### src/rtl/montgomery_mul_serial.sv
// Bit-serial radix-2 Montgomery multiplier: result = A*B*2^-WIDTH mod M.
// Consumes one bit of A per clock, then does a single conditional subtraction.
module montgomery_mul_serial #(
    parameter int unsigned WIDTH = 8
) (
    input  logic             clk,
    input  logic             rst,
    input  logic             start,
    input  logic [WIDTH-1:0] a_in,
    input  logic [WIDTH-1:0] b_in,
    input  logic [WIDTH-1:0] m_in,
    output logic [WIDTH-1:0] result,
    output logic             busy,
    output logic             done,
    output logic             err
);

    localparam int unsigned CW = $clog2(WIDTH);

    typedef logic [WIDTH:0]   acc_t;
    typedef logic [WIDTH+1:0] sum_t;

    typedef enum logic [2:0] {
        StIdle,
        StPrecomp,
        StLoop,
        StCorrect,
        StFinish
    } state_e;

    state_e           state_q, state_d;
    logic [WIDTH-1:0] a_q, b_q, m_q, result_q;
    acc_t             mb_q, r_q;
    logic [CW-1:0]    cnt_q;
    logic             err_q;

    logic accept, last_bit, ai, q;
    sum_t addend;
    acc_t r_next, r_corr;

    always_comb begin
        accept   = (state_q == StIdle) && start && m_in[0];
        last_bit = (cnt_q == CW'(WIDTH - 1));
        ai       = a_q[0];
        q        = r_q[0] ^ (ai & b_q[0]);

        // Select rule: {ai,q} picks 0, M, B or M+B.
        unique case ({ai, q})
            2'b11:   addend = {1'b0, mb_q};
            2'b10:   addend = {2'b00, b_q};
            2'b01:   addend = {2'b00, m_q};
            default: addend = '0;
        endcase

        // Sum is even by choice of q, so the shift drops only a zero bit.
        r_next = acc_t'((sum_t'(r_q) + addend) >> 1);
        r_corr = (r_q >= acc_t'(m_q)) ? (r_q - acc_t'(m_q)) : r_q;
    end

    always_comb begin
        state_d = state_q;
        unique case (state_q)
            StIdle:    if (accept) state_d = StPrecomp;
            StPrecomp: state_d = StLoop;
            StLoop:    if (last_bit) state_d = StCorrect;
            StCorrect: state_d = StFinish;
            StFinish:  state_d = StIdle;
            default:   state_d = StIdle;
        endcase
    end

    always_ff @(posedge clk) begin
        if (rst) begin
            state_q  <= StIdle;
            a_q      <= '0;
            b_q      <= '0;
            m_q      <= '0;
            mb_q     <= '0;
            r_q      <= '0;
            cnt_q    <= '0;
            result_q <= '0;
            err_q    <= 1'b0;
        end else begin
            state_q <= state_d;
            err_q   <= (state_q == StIdle) && start && !m_in[0];
            unique case (state_q)
                StIdle: begin
                    if (accept) begin
                        a_q <= a_in;
                        b_q <= b_in;
                        m_q <= m_in;
                    end
                end
                StPrecomp: begin
                    mb_q  <= acc_t'(m_q) + acc_t'(b_q);
                    r_q   <= '0;
                    cnt_q <= '0;
                end
                StLoop: begin
                    r_q   <= r_next;
                    a_q   <= a_q >> 1;
                    cnt_q <= cnt_q + 1'b1;
                end
                StCorrect: begin
                    r_q      <= r_corr;
                    result_q <= r_corr[WIDTH-1:0];
                end
                default: ;
            endcase
        end
    end

    assign result = result_q;
    assign busy   = (state_q == StPrecomp) || (state_q == StLoop) || (state_q == StCorrect);
    assign done   = (state_q == StFinish);
    assign err    = err_q;

endmodule

### config.mk
export PLATFORM = sky130hd
export DESIGN_NAME = montgomery_mul_serial
export DESIGN_NICKNAME = d
export VERILOG_FILES = /design/src/rtl/montgomery_mul_serial.sv
export SDC_FILE = /design/constraint.sdc
export NUM_CORES = 1
export LEC_CHECK = 0
export ABC_CLOCK_PERIOD_IN_PS = 8900
export BUFFER_PORTS_ARGS = -buffer_cell sky130_fd_sc_hd__buf_4
export CAP_MARGIN = 10
export CORE_MARGIN = 4
export CORE_UTILIZATION = 40
export DETAILED_ROUTE_END_ITERATION = 10
export PLACE_DENSITY = 0.58
export SYNTH_ARGS = -nofsm -noshare
export SYNTH_HDL_FRONTEND = slang
export SYNTH_SLANG_ARGS = --single-unit
### constraint.sdc
create_clock -name clk -period 8.9 [get_ports clk]
set_input_delay 1.78 -clock clk [delete_from_list [all_inputs] [get_ports clk]]
set_output_delay 1.78 -clock clk [all_outputs]
set_load 0.02 [all_outputs]
; Word-level counts from Yosys, hierarchy flattened
; Index checks and enable logic that the tools add are counted.
[totals]
reg_bits = 57
in_bits = 27
output_inout_bits = 11
[classes]
add_sub_neg = 4
n_mux = 9
magnitude_cmp = 1
n_eq_ne = 11
bitwise_logic = 2
reduce_logical = 14
[op_table]
columns = cell, count
row1 = 9-bit case mux with 3 select lines, 2
row2 = 8-bit case mux with 2 select lines, 1
row3 = 3-bit case mux with 4 select lines, 1
row4 = 9-bit by 10-bit adder with 10-bit output, 1
row5 = 8-bit by 8-bit adder with 9-bit output, 1
row6 = 9-bit by 8-bit greater-or-equal comparator with 1-bit output, 1
row7 = 9-bit two-way mux, 1
row8 = 9-bit by 8-bit subtractor with 9-bit output, 1
row9 = 8-bit two-way mux, 1
row10 = 2-bit AND reduction, 4
row11 = 3-bit by 2-bit == test with 1-bit output (second input constant), 2
row12 = 3-bit == test (second input constant), 2
row13 = 3-bit two-way mux, 2
row14 = 2-bit inequality test (second input constant), 3
row15 = 3-bit case mux with 2 select lines, 1
row16 = 2-bit == test (second input constant), 2
row17 = 2-bit nonzero test, 2
row18 = 3-bit by 1-bit adder with 3-bit output (second input constant), 1
row19 = 3-bit by 1-bit == test with 1-bit output (second input constant), 1
row20 = 1-bit logical AND, 3
row21 = 3-bit logical NOT, 1
row22 = 3-bit nonzero test, 1
row23 = 2-bit by 1-bit == test with 1-bit output (second input constant), 1
row24 = 1-bit logical OR, 2
row25 = other kinds (3), 3

; Logic depth before layout (Yosys ltp)
[logic_depth]
depth_word = 6
mapped_depth = 10
mapped_depth_nobuf = 10

; Least setup slack after synthesis
; OpenSTA, ideal clock, no wires.
[synth_timing]
kind = register to output
start = register state_q[2]
end = output busy
stages_incl_launch_ff = 5
n_path_buf = 2
arrival_time_ns = 1.166
path_slack_ns = 5.954
required_time_ns = 7.120
path_cell_list = dfxtp_1 clkbuf_1 or2_2 clkbuf_1 inv_1
[synth_between]
elab_chain_cells = 3
word_cells_on_any_way = 5
classes_between = 3 x eq/ne / 2 x reduce/logical
[synth_rtl]
columns = element, line
row1 = start: declaration, 31  ; state_e state_q, state_d;
row2 = start signal: assignment, 74  ; state_q <= StIdle;
row3 = start signal: assignment, 84  ; state_q <= state_d;
row4 = 3-bit by 1-bit == test with 1-bit output / 3-bit by 2-bit == test with 1-bit output (equally long branches), 114  ; assign busy = (state_q == StPrecomp) || (state_q == StLoop) || (state_q == StCorrect);
row5 = 1-bit logical OR, 114
row6 = 1-bit logical OR *, 114
row7 = end: declaration, 13  ; output logic busy,
; Mark *: on every way between the ends. The rest lies on a longest branch, timed or not.

; Final worst setup path
[layout_timing]
start = register state_q[1]
end = output busy
; The elaborated chain is that of the path after synthesis.

==> results by group <==
Outcome
  – Outcome: finished, final reports clean

Cells and area
  – Final #Nets: 507
  – Final Cell Area: 0.00396 mm2
  – Fillcell total: 838
  – Register cell area after layout: 0.00114 mm2
  – Area grow syn2layout: 14.9%
  – Share of layout cells above drive strength 1: 16.3%
  – N_diodes: 0
  – Area of the multi-input gates: 0.00215 mm2
  – Final core occ: 47.7%

Critical path
  – Worst path cell trace: nor2_1, or2_2, inv_1, buf_4
  – Critical path class: flop to output port
  – CP Max Fanout: 12
  – Worst Setup End Kind: output port
  – Largest stage delay, worst path: 0.44 ns
  – R2R Setup Slk: 5.61 ns
  – CP max-delay cell: dfxtp_1
  – Startpoint types: flop
  – Buf/Inv on CP: 2
  – Crit path DAT: 1.53 ns
  – Worst path top cell family by delay: simple AND/OR/NAND/NOR gates
  – Worst EP required: 7.12 ns

Power and ir drop
  – Internal: 0.411 mW
  – Logic pwr share: 18.2%
  – Sequential power share: 46.7%
  – NetSw: 0.174 mW
  – Leak: 1.62 nW
  – Clk pwr share: 35.1%
  – Power per cell area: 148 mW/mm2
  – Total Power: 0.585 mW
  – Sw Ratio: 29.7%
  – Peak VDD IR: 0.0757 mV

Yosys
  – Ys Warns: 0
  – Number of synthesized flops with an enable pin: 0
  – Unique masters post-synth: 59
  – Syn_nets: 476
  – Commonest cells post-synth: nand2_1 (66), dfxtp_1 (57), a21oi_1 (51), nor2_1 (30), ha_1 (26)
  – Sequential fraction of the synthesis area: 33.1%
  – Cell count after synthesis: 420
  – Post-synth ARST share: 0%
  – Main area contributors after synthesis: dfxtp_1 (33%), ha_1 (9.4%), a21oi_1 (7.4%)
  – Main flop type after synthesis: dfxtp_1
  – Mean Syn Cell Area: 8.20 um2
  – Most area-hungry cell type in the Yosys netlist: dfxtp_1
  – Cell area after synthesis: 0.00344 mm2
  – Synth top area share: 33.1%
  – Most frequent cell after synthesis: nand2_1
  – Register bit count reported by yosys: 57

Global routing
  – Antenna violations before repair: 0
  – Tot GR Track Use: 19.4%
  – Vias in the first global route: 3103
  – Residual overflow from global routing: 0
  – First-pass GRT wire length: 15.6 mm
  – Largest net degree at the start of global routing: 63

Placed design
  – PortBufs: 37
  – Placer congestion estimate: 0.869
  – DP HPWL: 6.92 mm
  – Placed cell areas: 0.00380 mm2

Detailed routing
  – Final ANT Viol Nets: 0
  – Via count: 3179
  – Initial drt markers: 242
  – Vias/cell: 5.69
  – Detailed-route wire length per cell: 16.4 um
  – DRC violations left: 0
  – Routed WL: 9.18 mm
  – DR pass1 iterations: 4

Die
  – Site Rows: 33
  – Core ar.: 0.00830 mm2
  – Die Ht: 101 um
  – I/O pin cnt: 38
  – Chip width: 101 um
  – Initial Util: 41.5%
  – Die ar.: 0.0102 mm2

Timing
  – Period utilization: 37.2%
  – Unrepaired setup endpoints after global routing: false
  – Fmax: 302 MHz
  – Hold WS: 0.454 ns
  – Final Hold Viols: 0
  – Fin Clk Skew: 0.0178 ns
  – Headroom to the max-slew limit: 48.1%
  – Post-route minimum period: 3.31 ns
  – Max-slew violations: 0
  – Final setup fails: 0
  – Worst Tran Pin Value: 0.779 ns
  – Setup TNS: 0 ns

Clock tree
  – Post-CTS setup buffer count: 0
  – TritonCTS clock tree: done
  – Clock Path Buffers: 2
  – CTS buffer count: 9
  – H-tree levels: 3
  – CTS-repair resized insts: 0
  – Reg clk slew, reported paths: 0.06 ns
  – Hold_buf cts: 0
  – Sinks on Clock Net: 57
  – Clock root cell: clkbuf_8
  – Clock latency at the later pin of the worst-skew pair: 0.34 ns

Flow run
  – Max cap viols: 0

Hold path
  – Hold Crit Class: flop to flop
==> worst register-to-register path, cell delays in order, from the launching register on <==
cell and delay (ns):
dfxtp_1 0.37, xnor2_1 0.63, mux2_2 0.41, a22o_1 0.18, ha_1 0.32, a21oi_1 0.33, o21ai_0 0.22, or3_1 0.34
a32oi_1 0.22, o221ai_1 0.14
==> state kept, by name, indices dropped and copies added, names as in the netlist <==
| signal | cells |
|---|---|
| mb_q | 9 |
| r_q | 9 |
| a_q | 8 |
| b_q | 8 |
| m_q | 8 |
| result | 8 |
| cnt_q | 3 |
| state_q | 3 |
| err | 1 |
==> power by group through the flow <==
stage                     clock (mW)  combinational [mW]  sequential, mW
after floorplan                    0              0.0765           0.275
after global placement             0               0.106           0.278
after detailed placement           0               0.106           0.278
after CTS                      0.210               0.106           0.273
after global routing           0.224               0.119           0.274
final                          0.205               0.106           0.273
==> layout by cell type, fill, tap and decap left out, types with 5 or more instances in the layout <==
master | synthesis | routed
xnor2_1 | 10 | 10
o21a_1 | 5 | 5
ha_1 | 26 | 26
o21ai_1 | 5 | 5
nand3b_1 | 6 | 6
a22o_1 | 7 | 7
inv_1 | 21 | 21
buf_4 | 0 | 39
clkbuf_8 | 0 | 10
nor3_1 | 6 | 6
nand2_1 | 66 | 66
o21ai_0 | 14 | 14
a22oi_1 | 15 | 15
mux2_2 | 7 | 7
a21oi_1 | 51 | 51
dfxtp_1 | 57 | 57
o211ai_1 | 5 | 5
nor2_1 | 30 | 30
==> cell families after synthesis <==
kind of cell / after synthesis / share of synthesized area (%)
AO/OA/AOI/OAI: 136 / 26.5
XOR/XNOR: 13 / 3.31
adder cells (fa/ha/maj): 29 / 11.2
buffers and inverters: 40 / 4.47
flip-flops: 57 / 33.1
multiplexers: 9 / 2.87
AND/OR/NAND/NOR: 136 / 18.6
==> per-stage QoR <==
| step | setup slack, ns | std cells |
|---|---|---|
| 6_report | 5.59 | 559 |
| 3_5_place_dp | 5.68 | 545 |
| 3_3_place_gp | 5.79 | 545 |
| 5_1_grt | 5.37 | 559 |
| 2_1_floorplan | 5.95 | 420 |
| 4_1_cts | 5.57 | 559 |
==> per-layer routing <==
| layer | GRT usage [%] | vias to the layer above | share of wire, % |
|---|---|---|---|
| li1 | - | 1580 | - |
| met1 | 27.2 | 1486 | 47 |
| met2 | 29.6 | 100 | 45 |
| met3 | 4.43 | 13 | 6.1 |
| met4 | 5.91 | 0 | 1.8 |
| met5 | 0 | - | 0 |
==> area by class of cell <==
class,instances,share of cell area [%]
Timing Repair Buffer,39,7.40
Clock buffer,11,3.57
Multi-Input combinational cell,323,54.4
Tap cell,105,3.32
Inverter,21,1.99
Sequential cell,57,28.8
Clock inverter,3,0.474
==> path summary, 6_finish.rpt <==
path	start	end	depth (start not counted)
worst max-delay path	state_q[1]	busy	4
worst max register to register	r_q[0]	r_q[6]	9
worst min-delay path	mb_q[3]	mb_q[3]	2
worst min register to register	mb_q[3]	mb_q[3]	2
Note: power is estimated with default switching activity, not from simulation.
